===== src/rtl/dm_job_ctrl_if.sv =====
// ---------------------------------------------------------------------------
// dm_job_ctrl_if
//   Stream bundle between the DataMover job controller and its environment.
//   master : the job controller (drives commands, result ready, output beats)
//   slave  : DataMover / kernel side (drives command ready, results, beat ready)
//
//   mm2s_cmd_*  72-bit MM2S command stream      (controller -> DataMover)
//   s2mm_cmd_*  72-bit S2MM command stream      (controller -> DataMover)
//   res_*       {id,value} kernel result stream (kernel -> controller)
//   s2mm_*      32-bit packed output beat stream with TLAST (controller -> DataMover)
// ---------------------------------------------------------------------------
interface dm_job_ctrl_if #(
    parameter int RES_W = 16,
    parameter int ID_W  = 8
);
    logic              mm2s_cmd_tvalid;
    logic              mm2s_cmd_tready;
    logic [71:0]       mm2s_cmd_tdata;

    logic              s2mm_cmd_tvalid;
    logic              s2mm_cmd_tready;
    logic [71:0]       s2mm_cmd_tdata;

    logic              res_tvalid;
    logic              res_tready;
    logic [RES_W-1:0]  res_tdata;
    logic [ID_W-1:0]   res_id;

    logic [31:0]       s2mm_tdata;
    logic              s2mm_tvalid;
    logic              s2mm_tlast;
    logic              s2mm_tready;

    modport master (
        output mm2s_cmd_tvalid, mm2s_cmd_tdata,
        input  mm2s_cmd_tready,
        output s2mm_cmd_tvalid, s2mm_cmd_tdata,
        input  s2mm_cmd_tready,
        input  res_tvalid, res_tdata, res_id,
        output res_tready,
        output s2mm_tdata, s2mm_tvalid, s2mm_tlast,
        input  s2mm_tready
    );

    modport slave (
        input  mm2s_cmd_tvalid, mm2s_cmd_tdata,
        output mm2s_cmd_tready,
        input  s2mm_cmd_tvalid, s2mm_cmd_tdata,
        output s2mm_cmd_tready,
        output res_tvalid, res_tdata, res_id,
        input  res_tready,
        input  s2mm_tdata, s2mm_tvalid, s2mm_tlast,
        output s2mm_tready
    );
endinterface


===== src/rtl/dm_job_ctrl.sv =====
// ---------------------------------------------------------------------------
// dm_job_ctrl
//   DataMover job controller for streaming accelerator kernels. A job starts
//   when the PS writes START_CODE to GPIO (and the controller is re-armed by a
//   prior zero write). It issues one MM2S and one S2MM command, then packs
//   RESULT_WORDS {id,value} results into 32-bit output beats with TLAST on the
//   final one. Writing zero aborts a running job or acknowledges a finished one.
//
// Ports
//   clk        system clock
//   rst        synchronous reset, active-high
//   gpio_io_i  PS control word (START_CODE = start, 0 = clear/abort)
//   gpio_io_o  status {count[23:0], tag[3:0], s2mm_cmd_ok, mm2s_cmd_ok, done, busy}
//   bus        command, result and output streams (master side)
// ---------------------------------------------------------------------------
module dm_job_ctrl #(
    parameter int unsigned MM2S_BTT     = 312000,
    parameter logic [31:0] MM2S_ADDR    = 32'h6000_0000,
    parameter int unsigned S2MM_BTT     = 19200,
    parameter logic [31:0] S2MM_ADDR    = 32'h7000_0000,
    parameter int unsigned RESULT_WORDS = 4800,
    parameter int          RES_W        = 16,
    parameter int          ID_W         = 8,
    parameter logic [31:0] START_CODE   = 32'h0000_00AA
) (
    input  logic          clk,
    input  logic          rst,
    input  logic [31:0]   gpio_io_i,
    output logic [31:0]   gpio_io_o,
    dm_job_ctrl_if.master bus
);

    localparam logic [23:0] RW_C = 24'(RESULT_WORDS);

    typedef enum logic [1:0] {
        ST_IDLE,
        ST_CMD,
        ST_RUN,
        ST_DONE
    } state_t;

    state_t state, state_next;

    logic        armed;
    logic        done;
    logic        mm2s_ok, s2mm_ok;
    logic        mm2s_vld, s2mm_vld;
    logic        abort_pend;
    logic [3:0]  tag;
    logic [23:0] count;
    logic        out_valid;
    logic        out_last;
    logic [31:0] out_data;

    logic        gpio_clear;
    logic        start;
    logic        res_ready;
    logic        mm2s_hs, s2mm_hs;
    logic        cmds_done;
    logic        res_fire;
    logic        beat_fire;

    // Command word: BTT, INCR, EOF, DRR, address, tag; all reserved bits zero.
    function automatic logic [71:0] cmd_word(input logic [22:0] btt,
                                             input logic [31:0] addr,
                                             input logic [3:0]  t);
        return {4'b0000, t, addr, 1'b1, 1'b1, 6'b000000, 1'b1, btt};
    endfunction

    assign gpio_clear = (gpio_io_i == 32'h0);
    assign mm2s_hs    = mm2s_vld && bus.mm2s_cmd_tready;
    assign s2mm_hs    = s2mm_vld && bus.s2mm_cmd_tready;
    // Both commands are accepted once neither has a handshake still pending,
    // which covers either order as well as both in the same cycle.
    assign cmds_done  = (!mm2s_vld || bus.mm2s_cmd_tready) &&
                        (!s2mm_vld || bus.s2mm_cmd_tready);
    assign res_fire   = bus.res_tvalid && res_ready;
    assign beat_fire  = out_valid && bus.s2mm_tready;

    always_ff @(posedge clk) begin
        // NOTE: state registers use non-blocking assignments so every flop
        // samples the pre-edge values regardless of statement order.
        if (rst) state <= ST_IDLE;
        else     state <= state_next;
    end

    always_comb begin
        // NOTE: every output of this block gets a default first, so no path
        // leaves a value unassigned and no latch is inferred.
        state_next = state;
        start      = 1'b0;
        res_ready  = 1'b0;
        case (state)
            ST_IDLE: begin
                if (gpio_io_i == START_CODE && armed) begin
                    state_next = ST_CMD;
                    start      = 1'b1;
                end
            end
            ST_CMD: begin
                // An abort seen during CMD waits for the command handshakes.
                if (cmds_done) state_next = (abort_pend || gpio_clear) ? ST_IDLE : ST_RUN;
            end
            ST_RUN: begin
                res_ready = !gpio_clear && (count < RW_C) && (!out_valid || bus.s2mm_tready);
                if (beat_fire && out_last)
                    state_next = ST_DONE;
                else if (gpio_clear && (!out_valid || beat_fire))
                    state_next = ST_IDLE;
            end
            ST_DONE: begin
                if (gpio_clear) state_next = ST_IDLE;
            end
            default: state_next = ST_IDLE;
        endcase
    end

    always_ff @(posedge clk) begin
        if (rst) begin
            armed      <= 1'b1;
            done       <= 1'b0;
            mm2s_ok    <= 1'b0;
            s2mm_ok    <= 1'b0;
            mm2s_vld   <= 1'b0;
            s2mm_vld   <= 1'b0;
            abort_pend <= 1'b0;
            tag        <= 4'd0;
            count      <= 24'd0;
            out_valid  <= 1'b0;
            out_last   <= 1'b0;
            out_data   <= 32'h0;
        end else begin
            // Re-arming on zero means a held START_CODE can only start one job.
            if (gpio_clear) armed <= 1'b1;
            else if (start) armed <= 1'b0;

            if (start) begin
                done       <= 1'b0;
                count      <= 24'd0;
                mm2s_ok    <= 1'b0;
                s2mm_ok    <= 1'b0;
                mm2s_vld   <= 1'b1;
                s2mm_vld   <= 1'b1;
                abort_pend <= 1'b0;
            end

            if (mm2s_hs) begin
                mm2s_vld <= 1'b0;
                mm2s_ok  <= 1'b1;
            end
            if (s2mm_hs) begin
                s2mm_vld <= 1'b0;
                s2mm_ok  <= 1'b1;
            end
            if (state == ST_CMD && gpio_clear) abort_pend <= 1'b1;

            // Output register: loads on accept, otherwise holds until drained.
            if (res_fire) begin
                out_data <= 32'({bus.res_id, bus.res_tdata});
                out_last <= (count == RW_C - 24'd1);
                count    <= count + 24'd1;
            end
            if (res_fire)       out_valid <= 1'b1;
            else if (beat_fire) out_valid <= 1'b0;

            if (state == ST_RUN && state_next == ST_DONE) begin
                done <= 1'b1;
                tag  <= tag + 4'd1;
            end
        end
    end

    // Command data reads zero while idle so all outputs are zero after reset.
    assign bus.mm2s_cmd_tvalid = mm2s_vld;
    assign bus.mm2s_cmd_tdata  = mm2s_vld ? cmd_word(23'(MM2S_BTT), MM2S_ADDR, tag) : 72'h0;
    assign bus.s2mm_cmd_tvalid = s2mm_vld;
    assign bus.s2mm_cmd_tdata  = s2mm_vld ? cmd_word(23'(S2MM_BTT), S2MM_ADDR, tag) : 72'h0;

    assign bus.res_tready  = res_ready;
    assign bus.s2mm_tvalid = out_valid;
    assign bus.s2mm_tdata  = out_data;
    assign bus.s2mm_tlast  = out_last;

    assign gpio_io_o = {count, tag, s2mm_ok, mm2s_ok, done,
                        (state == ST_CMD || state == ST_RUN)};

endmodule

===== src/flat_wrapper.sv =====
// flat-port wrapper written by rule: the top's interface ports become plain ports
module dm_job_ctrl_flat 
#(
    parameter int unsigned MM2S_BTT     = 312000,
    parameter logic [31:0] MM2S_ADDR    = 32'h6000_0000,
    parameter int unsigned S2MM_BTT     = 19200,
    parameter logic [31:0] S2MM_ADDR    = 32'h7000_0000,
    parameter int unsigned RESULT_WORDS = 4800,
    parameter int          RES_W        = 16,
    parameter int          ID_W         = 8,
    parameter logic [31:0] START_CODE   = 32'h0000_00AA
)
  (clk, rst, gpio_io_i, gpio_io_o, bus_mm2s_cmd_tvalid, bus_mm2s_cmd_tdata, bus_mm2s_cmd_tready, bus_s2mm_cmd_tvalid, bus_s2mm_cmd_tdata, bus_s2mm_cmd_tready, bus_res_tvalid, bus_res_tdata, bus_res_id, bus_res_tready, bus_s2mm_tdata, bus_s2mm_tvalid, bus_s2mm_tlast, bus_s2mm_tready);
  dm_job_ctrl_if #(.RES_W(RES_W), .ID_W(ID_W)) bus_i ();
  input  logic clk;
  input  logic rst;
  input  logic [31:0] gpio_io_i;
  output logic [31:0] gpio_io_o;
  output wire logic [$bits(bus_i.mm2s_cmd_tvalid)-1:0] bus_mm2s_cmd_tvalid;
  output wire logic [$bits(bus_i.mm2s_cmd_tdata)-1:0] bus_mm2s_cmd_tdata;
  input wire logic [$bits(bus_i.mm2s_cmd_tready)-1:0] bus_mm2s_cmd_tready;
  output wire logic [$bits(bus_i.s2mm_cmd_tvalid)-1:0] bus_s2mm_cmd_tvalid;
  output wire logic [$bits(bus_i.s2mm_cmd_tdata)-1:0] bus_s2mm_cmd_tdata;
  input wire logic [$bits(bus_i.s2mm_cmd_tready)-1:0] bus_s2mm_cmd_tready;
  input wire logic [$bits(bus_i.res_tvalid)-1:0] bus_res_tvalid;
  input wire logic [$bits(bus_i.res_tdata)-1:0] bus_res_tdata;
  input wire logic [$bits(bus_i.res_id)-1:0] bus_res_id;
  output wire logic [$bits(bus_i.res_tready)-1:0] bus_res_tready;
  output wire logic [$bits(bus_i.s2mm_tdata)-1:0] bus_s2mm_tdata;
  output wire logic [$bits(bus_i.s2mm_tvalid)-1:0] bus_s2mm_tvalid;
  output wire logic [$bits(bus_i.s2mm_tlast)-1:0] bus_s2mm_tlast;
  input wire logic [$bits(bus_i.s2mm_tready)-1:0] bus_s2mm_tready;
  assign bus_mm2s_cmd_tvalid = bus_i.mm2s_cmd_tvalid;
  assign bus_mm2s_cmd_tdata = bus_i.mm2s_cmd_tdata;
  assign bus_i.mm2s_cmd_tready = bus_mm2s_cmd_tready;
  assign bus_s2mm_cmd_tvalid = bus_i.s2mm_cmd_tvalid;
  assign bus_s2mm_cmd_tdata = bus_i.s2mm_cmd_tdata;
  assign bus_i.s2mm_cmd_tready = bus_s2mm_cmd_tready;
  assign bus_i.res_tvalid = bus_res_tvalid;
  assign bus_i.res_tdata = bus_res_tdata;
  assign bus_i.res_id = bus_res_id;
  assign bus_res_tready = bus_i.res_tready;
  assign bus_s2mm_tdata = bus_i.s2mm_tdata;
  assign bus_s2mm_tvalid = bus_i.s2mm_tvalid;
  assign bus_s2mm_tlast = bus_i.s2mm_tlast;
  assign bus_i.s2mm_tready = bus_s2mm_tready;
  dm_job_ctrl #(.MM2S_BTT(MM2S_BTT), .MM2S_ADDR(MM2S_ADDR), .S2MM_BTT(S2MM_BTT), .S2MM_ADDR(S2MM_ADDR), .RESULT_WORDS(RESULT_WORDS), .RES_W(RES_W), .ID_W(ID_W), .START_CODE(START_CODE)) u_core (.clk(clk), .rst(rst), .gpio_io_i(gpio_io_i), .gpio_io_o(gpio_io_o), .bus(bus_i));
endmodule

===== config.mk =====
export PLATFORM = sky130hd
export DESIGN_NAME = dm_job_ctrl_flat
export DESIGN_NICKNAME = d
export VERILOG_FILES = /design/src/rtl/dm_job_ctrl_if.sv /design/src/rtl/dm_job_ctrl.sv /design/src/flat_wrapper.sv
export SDC_FILE = /design/constraint.sdc
export NUM_CORES = 1
export LEC_CHECK = 0
export CORE_MARGIN = 5
export CORE_UTILIZATION = 33
export CTS_BUF_LIST = sky130_fd_sc_hd__clkbuf_8
export CTS_CLUSTER_DIAMETER = 50
export DETAILED_ROUTE_END_ITERATION = 10
export PLACE_DENSITY_LB_ADDON = 0.2
export SYNTH_ARGS = -nofsm -noshare
export SYNTH_HDL_FRONTEND = slang
export SYNTH_SLANG_ARGS = --single-unit

===== constraint.sdc =====
create_clock -name clk -period 2.21 [get_ports clk]
set_input_delay 0.5525 -clock clk [delete_from_list [all_inputs] [get_ports clk]]
set_output_delay 0.5525 -clock clk [all_outputs]
set_load 0.01 [all_outputs]

==> flow_summary_export.csv <==
group,metric,value,unit
synthesis,synthTopCellsByArea,"dfxtp_1 32%, buf_4 28%, nand2_1 6.0%",
cts,cts_buffer_depth,2,
cts,cts_tree,"done",
sta,min_period_over_period,0.988,
finish,fin_nets,731,
finish,drive_gt1_frac,0.234,
cts,htree_levels,3,
sta,setup_tns,0,ns
finish,fin_util,0.489,
placement,dpl_cell_area,5320,sq um
synthesis,async_reset_ff_frac,0,
finish,multi_input_area,2270,sq um
power_and_ir_drop,power_density,441,nW/um^2
run_status,outcome,"finished, final reports clean",
synthesis,synth.avg_cell_area,8.36,sq um
critical_path,critPathLaunch,"u_core.count[15]$_SDFFE_PP0P_",
critical_path,cp.arrival,1.63,ns
power_and_ir_drop,pwr-share-clk,0.339,
floorplanning,io_pins,275,
finish,area_growth,46.2,%
floorplanning,die_w,120,um
placement,dp_slack,-0.750,ns
routing,avgViaCountPerCell,4.28,
power_and_ir_drop,seq_power_share,0.448,
routing,post_drt_wl_per_cell,14.2,um
synthesis,ys_warn_count,0,
sta,slew_viol_final,0,
power_and_ir_drop,irDropWorstVdd,252,uV
routing,antenna_left,0,
critical_path,crit_path_end,"bus_res_tready",
cts,clkTransAtPathRegs,0.08,ns
critical_path,worstSetupPathType,"reg -> out",
critical_path,path_max_fanout,2,
sta,setup_ws,0.0268,ns
synthesis,syn_area,3990,sq um
cts,numCtsBuffers,9,
placement,gp_congestion,0.801,
grt,grt_pass1_vias,3308,
synthesis,synth.top_cell.area_share,0.316,
floorplanning,die_area,14400,sq um
cts,cts_sinks,63,
synthesis,syn_inst,477,
power_and_ir_drop,combPwrFrac,0.213,
synthesis,synthFlopType,"dfxtp_1",
floorplanning,coreArea,11900,sq um
critical_path,timing.rr.end,"u_core.tag[2]$_SDFFE_PP0P_",
sta,fin_crit,2.18,ns
synthesis,yosysTopAreaCell,"dfxtp_1",
cts,clockRootBuffer,"clkbuf_8",
hold_path,hold_path.class,"reg -> reg",
routing,routed_wl,11600,um
routing,drc,0,
sta,rsz0062_at_grt,"true",
placement,numPortBuffers,151,
grt,grt_usage,0.149,
sta,finalHoldViolCount,0,
floorplanning,rows,40,
critical_path,start_kind,"flop",
power_and_ir_drop,p_int,1790,uW
sta,skew,0.0116,ns
synthesis,yosysUniqueCellTypes,58,
power_and_ir_drop,swShare,0.303,
finish,fillers,1156,
sta,max_clock_freq,458,MHz
grt,grt_pass1_wl,17200,um
cts,clk_latency,0.33,ns
sta,setup_viol,0,
critical_path,r2r_cells,8,
grt,grt-ovfl-total,0,
critical_path,r2r_slack,0.05,ns
synthesis,synth-edff-count,0,
floorplanning,die_h,120,um
critical_path,r2r-start,"u_core.state[1]$_SDFF_PP0_",
synthesis,ys_seq_area_frac,0.316,
grt,grt_max_degree,32,
routing,num_vias,3479,
power_and_ir_drop,p_sw,779,uW
routing,drtIter0Drc,60,
cts,cts_hold_buffers,0,
job,cap_viol_max_count,0,
finish,seqCellArea,1260,sq um
routing,dr.pass1.iters,4,
critical_path,end_kind,"primary output",
finish,fin_area,5830,sq um
finish,diodes,0,
synthesis,ys_ff_latch,63,
critical_path,cp.required,1.66,ns
floorplanning,start_util,0.335,
power_and_ir_drop,power_leakage,0.00249,uW
placement,hpwl,8610,um
grt,antenna_found_initial,1,
-- layout by cell type (no fill, tap or decap), types with 7 or more instances in the layout --
cell type	netlist	routed
and2_1	19	19
nand2_1	64	64
a21oi_1	37	36
buf_6	4	10
conb_1	1	123
inv_1	6	7
nor4_4	0	10
clkbuf_2	0	13
clkbuf_8	0	10
buf_2	5	9
buf_4	148	52
nand3_1	11	9
dfxtp_1	63	60
clkdlybuf4s50_1	0	116
nor2_1	13	12
-- final cells by class --
cell class | instances | area share
Tap cell | 147 | 0.0315
Multi-Input combinational cell | 370 | 0.389
Inverter | 6 | 0.00386
Clock inverter | 5 | 0.00451
Clock buffer | 10 | 0.0236
Sequential cell | 63 | 0.217
Timing Repair Buffer | 212 | 0.331
-- timing repair --
action | 4_1_cts | 5_1_grt
gates resized for setup | 118 | 55
setup endpoints to repair | 63 | 72
pin swaps | 29 | 23
setup buffers | 13 | 3
cloned | 1 | 0
-- logic make-up after synthesis --
family	count (synthesis)	share of synthesized area
and+or+nand+nor	164	0.226
adders and majority gates	7	0.0220
DFF	63	0.316
muxes	4	0.0119
xor gates and xnor gates	3	0.00659
buffers and inverters	167	0.306
AOI/OAI and AO/OA	68	0.111
other	1	0.000940
-- worst max-delay path: stages, from the launching register on --
cell	delay [ns]
dfxtp_2	0.34
nor4_4	0.31
nand3_2	0.15
nor4_2	0.30
buf_2	0.18
-- sequential cells by signal, indices dropped and copies added, names as in the netlist --
| name | flops |
|---|---|
| u_core.bus.s2mm_tdata | 24 |
| u_core.count | 24 |
| u_core.tag | 4 |
| u_core.state | 2 |
| u_core.abort_pend | 1 |
| u_core.armed | 1 |
| u_core.bus.mm2s_cmd_tvalid | 1 |
| u_core.bus.s2mm_cmd_tvalid | 1 |
| u_core.bus.s2mm_tlast | 1 |
| u_core.bus.s2mm_tvalid | 1 |
| u_core.done | 1 |
| u_core.mm2s_ok | 1 |
| u_core.s2mm_ok | 1 |
-- power groups by stage --
stage          logic [uW]  registers [uW]  clock network, uW
6_report              549            1150                873
2_1_floorplan         403            1180                  0
5_1_grt               595            1150                953
3_5_place_dp          466            1180                  0
3_3_place_gp          464            1180                  0
4_1_cts               516            1150                917
-- per-layer routing --
| layer | global-route usage | share of wire | vias to the layer above |
|---|---|---|---|
| li1 | - | - | 1690 |
| met1 | 0.160 | 0.37 | 1603 |
| met2 | 0.258 | 0.50 | 172 |
| met3 | 0.0683 | 0.12 | 12 |
| met4 | 0.0501 | 0.012 | 2 |
| met5 | 0 | 0.0010 | - |
-- Yosys cell counts, types with 3 or more instances --
library cell / count
nor2b_1: 4
nor2_1: 13
nand3_1: 11
nor4_1: 8
clkbuf_1: 3
o21a_1: 3
a22oi_1: 3
inv_1: 6
or3_1: 5
nand2b_1: 6
or2_2: 5
nor4_2: 5
dfxtp_1: 63
a21oi_1: 37
nor3_1: 3
buf_2: 5
o21ai_0: 6
and2_1: 19
and3_1: 3
nand2_1: 64
buf_6: 4
buf_4: 148
ha_1: 7
a21o_1: 4
-- per-stage QoR --
step	std cells	power, uW	hold slack (ns)
finish	813	2570	0.449
global route	813	2700	0.474
CTS	811	2580	0.452
detailed placement	782	1640	0.444
global placement	782	1640	0.437
floorplan	599	1590	0.440
-- how the worst min path moves through the flow --
stage               slack, ns  cells after the start                                endpoint                                    from
global placement         0.44                      2  u_core.bus.s2mm_tdata[22]$_SDFFE_PP0P_  u_core.bus.s2mm_tdata[22]$_SDFFE_PP0P_
CTS                      0.45                      2   u_core.bus.s2mm_tdata[0]$_SDFFE_PP0P_   u_core.bus.s2mm_tdata[0]$_SDFFE_PP0P_
detailed placement       0.44                      2   u_core.bus.s2mm_tdata[0]$_SDFFE_PP0P_   u_core.bus.s2mm_tdata[0]$_SDFFE_PP0P_
global route             0.47                      2   u_core.bus.s2mm_tdata[6]$_SDFFE_PP0P_   u_core.bus.s2mm_tdata[6]$_SDFFE_PP0P_
floorplan                0.44                      2               u_core.armed$_SDFFE_PP1P_               u_core.armed$_SDFFE_PP1P_
finish                   0.45                      2  u_core.bus.s2mm_tdata[21]$_SDFFE_PP0P_  u_core.bus.s2mm_tdata[21]$_SDFFE_PP0P_
Power figures use the tool's default switching activity.
